`src/rtl/wb_regfile_if.sv`:
```
// Bus bundle between the M->W pipeline register and the write-back register file.
// Carries the W-stage bundle, the D-stage read ports and the exported commit.
interface wb_regfile_if #(
    parameter int RETIRE_W = 32
);
    logic [31:0]         ins_W;
    logic [31:0]         alu_out_W;
    logic [31:0]         D_RD_EXT_W;
    logic [29:0]         pc_4_W;
    logic [4:0]          WD_ADD_W;
    logic [31:0]         HI_W;
    logic [31:0]         LO_W;
    logic [31:0]         RD1_W;
    logic [4:0]          rs_addr_D;
    logic [4:0]          rt_addr_D;
    logic [31:0]         rs_data_D;
    logic [31:0]         rt_data_D;
    logic                wb_we;
    logic [4:0]          wb_addr;
    logic [31:0]         wb_data;
    logic [31:0]         hi_out;
    logic [31:0]         lo_out;
    logic [RETIRE_W-1:0] retire_cnt;

    modport master (
        output ins_W, alu_out_W, D_RD_EXT_W, pc_4_W, WD_ADD_W,
        output HI_W, LO_W, RD1_W, rs_addr_D, rt_addr_D,
        input  rs_data_D, rt_data_D, wb_we, wb_addr, wb_data,
        input  hi_out, lo_out, retire_cnt
    );

    modport slave (
        input  ins_W, alu_out_W, D_RD_EXT_W, pc_4_W, WD_ADD_W,
        input  HI_W, LO_W, RD1_W, rs_addr_D, rt_addr_D,
        output rs_data_D, rt_data_D, wb_we, wb_addr, wb_data,
        output hi_out, lo_out, retire_cnt
    );
endinterface

```
`src/rtl/wb_regfile.sv`:
```
// W-stage commit: decodes the retiring instruction, writes GPR/HI/LO,
// counts retirements and serves D-stage reads with same-cycle bypass.
module wb_regfile #(
    parameter int RETIRE_W = 32,
    parameter int LINK_OFF = 4
) (
    input  logic       clk,
    input  logic       rst,
    wb_regfile_if.slave bus
);
    typedef enum logic [2:0] {
        SEL_NONE,
        SEL_ALU,
        SEL_MEM,
        SEL_LINK,
        SEL_HI,
        SEL_LO
    } sel_e;

    logic [5:0]          op;
    logic [5:0]          fn;
    sel_e                sel;
    logic                ld_hi;
    logic                ld_lo;
    logic                ld_md;
    logic [31:0]         link;
    logic [31:0]         wval;
    logic                we;
    logic [31:0]         gpr_q [32];
    logic [31:0]         hi_q, hi_d;
    logic [31:0]         lo_q, lo_d;
    logic [RETIRE_W-1:0] cnt_q, cnt_d;

    assign op   = bus.ins_W[31:26];
    assign fn   = bus.ins_W[5:0];
    assign link = {bus.pc_4_W, 2'b00} + 32'(LINK_OFF);

    always_comb begin
        sel   = SEL_NONE;
        ld_hi = 1'b0;
        ld_lo = 1'b0;
        ld_md = 1'b0;
        if (bus.ins_W != '0) begin
            case (op) inside
                6'h00: begin
                    case (fn) inside
                        6'h08:         sel = SEL_NONE;
                        6'h09:         sel = SEL_LINK;
                        6'h10:         sel = SEL_HI;
                        6'h11:         ld_hi = 1'b1;
                        6'h12:         sel = SEL_LO;
                        6'h13:         ld_lo = 1'b1;
                        [6'h18:6'h1B]: ld_md = 1'b1;
                        default:       sel = SEL_ALU;
                    endcase
                end
                6'h03:                             sel = SEL_LINK;
                6'h20, 6'h21, 6'h23, 6'h24, 6'h25: sel = SEL_MEM;
                [6'h08:6'h0F]:                     sel = SEL_ALU;
                default:                           sel = SEL_NONE;
            endcase
        end
    end

    always_comb begin
        wval = '0;
        unique case (sel)
            SEL_ALU:  wval = bus.alu_out_W;
            SEL_MEM:  wval = bus.D_RD_EXT_W;
            SEL_LINK: wval = link;
            SEL_HI:   wval = hi_q;
            SEL_LO:   wval = lo_q;
            default:  wval = '0;
        endcase
    end

    assign we          = (sel != SEL_NONE) && (bus.WD_ADD_W != 5'd0);
    assign bus.wb_we   = we;
    assign bus.wb_addr = bus.WD_ADD_W;
    assign bus.wb_data = we ? wval : 32'd0;

    // Bypass lets D read a value in the same cycle W commits it.
    always_comb begin
        bus.rs_data_D = gpr_q[bus.rs_addr_D];
        if (bus.rs_addr_D == 5'd0)
            bus.rs_data_D = '0;
        else if (we && bus.rs_addr_D == bus.WD_ADD_W)
            bus.rs_data_D = wval;
    end

    always_comb begin
        bus.rt_data_D = gpr_q[bus.rt_addr_D];
        if (bus.rt_addr_D == 5'd0)
            bus.rt_data_D = '0;
        else if (we && bus.rt_addr_D == bus.WD_ADD_W)
            bus.rt_data_D = wval;
    end

    always_comb begin
        hi_d  = hi_q;
        lo_d  = lo_q;
        cnt_d = cnt_q;
        if (ld_hi)
            hi_d = bus.RD1_W;
        if (ld_lo)
            lo_d = bus.RD1_W;
        if (ld_md) begin
            hi_d = bus.HI_W;
            lo_d = bus.LO_W;
        end
        if (bus.ins_W != '0)
            cnt_d = cnt_q + RETIRE_W'(1);
    end

    always_ff @(posedge clk or negedge rst) begin
        if (!rst) begin
            for (int i = 0; i < 32; i++)
                gpr_q[i] <= '0;
            hi_q  <= '0;
            lo_q  <= '0;
            cnt_q <= '0;
        end else begin
            if (we)
                gpr_q[bus.WD_ADD_W] <= wval;
            hi_q  <= hi_d;
            lo_q  <= lo_d;
            cnt_q <= cnt_d;
        end
    end

    assign bus.hi_out     = hi_q;
    assign bus.lo_out     = lo_q;
    assign bus.retire_cnt = cnt_q;
endmodule

```
`src/flat_wrapper.sv`:
```
// flat-port wrapper written by rule: the top's interface ports become plain ports
module wb_regfile_flat 
#(
    parameter int RETIRE_W = 32,
    parameter int LINK_OFF = 4
)
  (clk, rst, bus_ins_W, bus_alu_out_W, bus_D_RD_EXT_W, bus_pc_4_W, bus_WD_ADD_W, bus_HI_W, bus_LO_W, bus_RD1_W, bus_rs_addr_D, bus_rt_addr_D, bus_rs_data_D, bus_rt_data_D, bus_wb_we, bus_wb_addr, bus_wb_data, bus_hi_out, bus_lo_out, bus_retire_cnt);
  wb_regfile_if #(.RETIRE_W(RETIRE_W)) bus_i ();
  input  logic clk;
  input  logic rst;
  input wire logic [$bits(bus_i.ins_W)-1:0] bus_ins_W;
  input wire logic [$bits(bus_i.alu_out_W)-1:0] bus_alu_out_W;
  input wire logic [$bits(bus_i.D_RD_EXT_W)-1:0] bus_D_RD_EXT_W;
  input wire logic [$bits(bus_i.pc_4_W)-1:0] bus_pc_4_W;
  input wire logic [$bits(bus_i.WD_ADD_W)-1:0] bus_WD_ADD_W;
  input wire logic [$bits(bus_i.HI_W)-1:0] bus_HI_W;
  input wire logic [$bits(bus_i.LO_W)-1:0] bus_LO_W;
  input wire logic [$bits(bus_i.RD1_W)-1:0] bus_RD1_W;
  input wire logic [$bits(bus_i.rs_addr_D)-1:0] bus_rs_addr_D;
  input wire logic [$bits(bus_i.rt_addr_D)-1:0] bus_rt_addr_D;
  output wire logic [$bits(bus_i.rs_data_D)-1:0] bus_rs_data_D;
  output wire logic [$bits(bus_i.rt_data_D)-1:0] bus_rt_data_D;
  output wire logic [$bits(bus_i.wb_we)-1:0] bus_wb_we;
  output wire logic [$bits(bus_i.wb_addr)-1:0] bus_wb_addr;
  output wire logic [$bits(bus_i.wb_data)-1:0] bus_wb_data;
  output wire logic [$bits(bus_i.hi_out)-1:0] bus_hi_out;
  output wire logic [$bits(bus_i.lo_out)-1:0] bus_lo_out;
  output wire logic [$bits(bus_i.retire_cnt)-1:0] bus_retire_cnt;
  assign bus_i.ins_W = bus_ins_W;
  assign bus_i.alu_out_W = bus_alu_out_W;
  assign bus_i.D_RD_EXT_W = bus_D_RD_EXT_W;
  assign bus_i.pc_4_W = bus_pc_4_W;
  assign bus_i.WD_ADD_W = bus_WD_ADD_W;
  assign bus_i.HI_W = bus_HI_W;
  assign bus_i.LO_W = bus_LO_W;
  assign bus_i.RD1_W = bus_RD1_W;
  assign bus_i.rs_addr_D = bus_rs_addr_D;
  assign bus_i.rt_addr_D = bus_rt_addr_D;
  assign bus_rs_data_D = bus_i.rs_data_D;
  assign bus_rt_data_D = bus_i.rt_data_D;
  assign bus_wb_we = bus_i.wb_we;
  assign bus_wb_addr = bus_i.wb_addr;
  assign bus_wb_data = bus_i.wb_data;
  assign bus_hi_out = bus_i.hi_out;
  assign bus_lo_out = bus_i.lo_out;
  assign bus_retire_cnt = bus_i.retire_cnt;
  wb_regfile #(.RETIRE_W(RETIRE_W), .LINK_OFF(LINK_OFF)) u_core (.clk(clk), .rst(rst), .bus(bus_i));
endmodule
```
`config.mk`:
```
export PLATFORM = sky130hd
export DESIGN_NAME = wb_regfile_flat
export DESIGN_NICKNAME = d
export VERILOG_FILES = /design/src/rtl/wb_regfile_if.sv /design/src/rtl/wb_regfile.sv /design/src/flat_wrapper.sv
export SDC_FILE = /design/constraint.sdc
export NUM_CORES = 2
export LEC_CHECK = 0
export CORE_ASPECT_RATIO = 0.7
export CORE_MARGIN = 2
export CORE_UTILIZATION = 45
export DETAILED_ROUTE_END_ITERATION = 8
export PLACE_DENSITY = 0.68
export RECOVER_POWER = 50
export SYNTH_ARGS = -nofsm -noshare
export SYNTH_HDL_FRONTEND = slang
export SYNTH_SLANG_ARGS = --single-unit
```
`constraint.sdc`:
```
create_clock -name clk -period 5 [get_ports clk]
set_clock_uncertainty 0.1 [all_clocks]
set_input_delay 1 -clock clk [delete_from_list [all_inputs] [get_ports clk]]
set_output_delay 1 -clock clk [all_outputs]
set_load 0.01 [all_outputs]
```
==> impl_metrics.csv <==
group,metric,value,unit
placed_design,io_buffers,436,
synth,ys_ff_latch,1120,
job,max-cap-violations,4,
synth,synth_area_leaders,"dfrtp_1 47%, mux4_2 23%, a21oi_1 6.6%",
sta,fmax,201.4,MHz
critical_path,rrSetupSlack,2.54,ns
detailed_routing,dr.pass1.iters,6,
synth,async_flop_share,100.0,%
critical_path,reg2regPathDepth,7,
final_layout,syn2layout_area_growth,22.87,%
worst_hold_path,hold_end,"u_core.gpr_q[1016]",
global_route,met2_usage,47.02,%
sta,hold_viol,0,
floorplanning,core.rowCount,111,
placed_design,placed_area,68580,um^2
synth,synth_cells,5216,
critical_path,critPathArrivalTime,3.87,ns
sta,worst_pin_slew,2.819,ns
floorplanning,die_w,438.1,um
critical_path,required,3.90,ns
synth,syn-num-nets,5457,
global_route,grt_pass1_wl,320200,um
sta,grt_setup_unrepaired,"yes",
sta,timing.final.ws_setup,0.03380,ns
critical_path,r2r-start,"u_core.bus.retire_cnt[4]",
sta,min_period,4.966,ns
synth,synth.distinct_cells,65,
global_route,grt-ovfl-total,0,
sta,finalSetupTns,0,ns
power_and_ir_drop,p_int,19.25,mW
placed_design,dp_cells,7299,
power_and_ir_drop,clkPwrFrac,33.0,%
floorplanning,io_pins,437,
power_and_ir_drop,pwr_density_cell,376.0,nW/um^2
power_and_ir_drop,ir_drop,319.3,uV
synth,yosysSeqAreaShare,47.22,%
final_layout,nNetsFinal,5936,
sta,drv_slew,279,
clock_tree,clock-sinks,1120,
power_and_ir_drop,leakage,31.34,nW
placed_design,dp_hpwl,143200,um
critical_path,worstPathMaxFanout,5,
worst_hold_path,hold_class,"reg -> reg",
global_route,met1_usage,45.64,%
floorplanning,die_h,307.8,um
status,violations,"max-capacitance violations, max-slew violations",
sta,finalSetupViolCount,0,
synth,ys.flop_type,"dfrtp_1",
clock_tree,cts_tree,"done",
worst_hold_path,hold_depth,0,
power_and_ir_drop,p_sw,8.171,mW
detailed_routing,wl_per_cell,28.73,um
final_layout,multi_input_area,29490,um^2
detailed_routing,drt-total-wl,216700,um
sta,slew_headroom,-87.96,%
global_route,grt_pass1_vias,47070,
power_and_ir_drop,p_comb_share,23.0,%
clock_tree,clk_pin_slew,0.06,ns
critical_path,criticalPathCategory,"in -> out",
synth,yosysTopAreaCell,"dfrtp_1",
final_layout,fillCellCount,10770,
placed_design,gp_congestion,0.9601,
detailed_routing,final_antenna_net_count,0,
final_layout,fin_util,55.74,%
worst_hold_path,holdCritStartpoint,"u_core.gpr_q[1016]",
power_and_ir_drop,p_total,27.42,mW
global_route,grt_max_degree,97,
detailed_routing,vias_per_cell,6.361,
sta,hold-worst-slack,0.2961,ns
global_route,grtUsageMet3,8.268,%
detailed_routing,post-route-drc-count,0,
clock_tree,clk_latency,0.77,ns
final_layout,drive_gt1_share,25.10,%
synth,synth_top_area_share,47.22,%
power_and_ir_drop,sw_frac_of_total,29.80,%
global_route,antenna_found_initial,10,
floorplanning,dieArea,134900,um^2
final_layout,finalInstanceArea,72920,um^2
detailed_routing,first_iter_violations,6223,
global_route,grt_usage,32.22,%
final_layout,fin_cells,7542,
clock_tree,cts_buffers,109,
critical_path,end_kind,"output port",
sta,fin_crit_sh,99.32,%
synth,synth_area,59350,um^2
power_and_ir_drop,p_seq_share,44.0,%
detailed_routing,vias,47980,
placed_design,dpl_worst_slack,-1.017,ns
clock_tree,clockBufferDepth,3,
floorplanning,initial_core_util,45.36,%
status,status,"complete, but fails checks",
synth,synth_warnings,0,
synth,synth_edf_count,0,
critical_path,r2r_end,"u_core.bus.retire_cnt[30]",
global_route,top_usage_layer,"met2",
critical_path,cp-start-kind,"input port",
floorplanning,core,130800,um^2
final_layout,register_area,28030,um^2
clock_tree,root_buffer,"clkbuf_16",
synth,avgSynthCellArea,11.38,um^2
clock_tree,htreeDepth,3,
## state kept, by name, indices dropped and copies added, names as in the netlist
name,count
u_core.gpr_q,1024
u_core.bus.hi_out,32
u_core.bus.lo_out,32
u_core.bus.retire_cnt,32
## how the worst max path moves through the flow
stage                           startpoint           endpoint  depth (start not counted)
after floorplan           bus_rs_addr_D[0]   bus_rs_data_D[5]                          7
after global placement       bus_ins_W[19]     bus_wb_data[6]                         12
after detailed placement     bus_ins_W[19]  bus_rs_data_D[25]                         10
after CTS                    bus_ins_W[23]   bus_rt_data_D[0]                         11
after global routing         bus_pc_4_W[2]  bus_rt_data_D[16]                         15
final                        bus_pc_4_W[6]  bus_rt_data_D[19]                         15
## power by group through the flow
| stage | combinational (mW) | sequential (mW) | clock (mW) |
|---|---|---|---|
| after CTS | 6.28 | 12.0 | 9.10 |
| after detailed placement | 6.29 | 12.1 | 0 |
| after global routing | 6.80 | 12.2 | 9.49 |
| after floorplan | 4.12 | 11.7 | 0 |
| after global placement | 6.09 | 12.0 | 0 |
| final | 6.31 | 12.1 | 9.05 |
## logic make-up (layout without fill, tap and decap cells)
family                     count (synthesis)  count (layout)  synth area share (%)
DFF                                     1120            1120                 47.22
and+or+nand+nor                         1394            1395                 10.03
adders and majority gates                  2               2               0.04216
xor gates and xnor gates                  70              70                 1.033
buffers and inverters                    569            1138                 4.174
muxes                                    768             768                 25.59
AOI/OAI and AO/OA                       1293            1293                 11.90
other                                      0               5                     0
## cells in the mapped netlist, types with 7 or more instances
| cell type | n |
|---|---|
| mux4_2 | 599 |
| dfrtp_1 | 1120 |
| xor2_1 | 26 |
| a211oi_2 | 8 |
| and3_1 | 15 |
| clkbuf_1 | 278 |
| xnor2_1 | 44 |
| inv_1 | 9 |
| buf_2 | 195 |
| a21oi_1 | 781 |
| nor2b_1 | 9 |
| a22o_1 | 7 |
| or3_1 | 10 |
| nand4_1 | 25 |
| buf_1 | 61 |
| nand2_1 | 394 |
| buf_4 | 22 |
| nor3_4 | 17 |
| mux2i_1 | 163 |
| o21ai_1 | 63 |
| and4_1 | 9 |
| nand2b_1 | 8 |
| nor4_1 | 7 |
| nor3_1 | 30 |
| a211oi_1 | 29 |
| nor2_1 | 806 |
| nand3_1 | 34 |
| o22ai_1 | 74 |
| and2_1 | 7 |
| o21ai_0 | 268 |
| o221ai_1 | 17 |
## area by class of cell
cell class	instances	area share [%]
clock inverters	55	1.078
repair buffers	925	12.74
flip-flops and latches	1120	38.43
diodes	5	0.01716
clock buffers	147	4.229
multi-input cells	3528	40.44
inverters	11	0.05834
well taps	1751	3.004
## routing by layer
metal | vias to the layer above | share of wire, %
met4 | 4 | 4.8
met3 | 551 | 11
met5 | - | 0.016
met2 | 2750 | 44
met1 | 24600 | 40
li1 | 20070 | -
## critical path, stage by stage
cell             delay [ns]
clkdlybuf4s50_1        0.51
nand4_1                0.12
buf_4                  0.17
buf_4                  0.15
nor3_4                 0.18
buf_4                  0.16
nand3_1                0.12
xor2_2                 0.27
o21ai_0                0.12
buf_4                  0.15
a211oi_4               0.19
buf_12                 0.17
a211oi_1               0.07
buf_4                  0.18
dlygate4sd2_1          0.28
## cells in the final DEF (no fill, tap or decap), types with 66 or more instances in the layout
master | netlist | final
dfrtp_1 | 1120 | 1120
o21ai_0 | 268 | 264
clkbuf_16 | 0 | 112
a21oi_1 | 781 | 774
mux4_2 | 599 | 599
nand2_1 | 394 | 391
o21ai_1 | 63 | 66
buf_4 | 22 | 343
clkdlybuf4s50_1 | 0 | 314
buf_12 | 0 | 112
nor2_1 | 806 | 794
mux2i_1 | 163 | 162
## repair_timing
action,CTS,global route
gates resized for setup,213,114
buffers inserted,22,12
endpoints found under the hold margin,0,0
pin swaps,11,15
setup endpoints to repair,97,71
gates cloned,2,0
hold buffers,0,0
No activity file was read; power rests on OpenSTA's default activity.
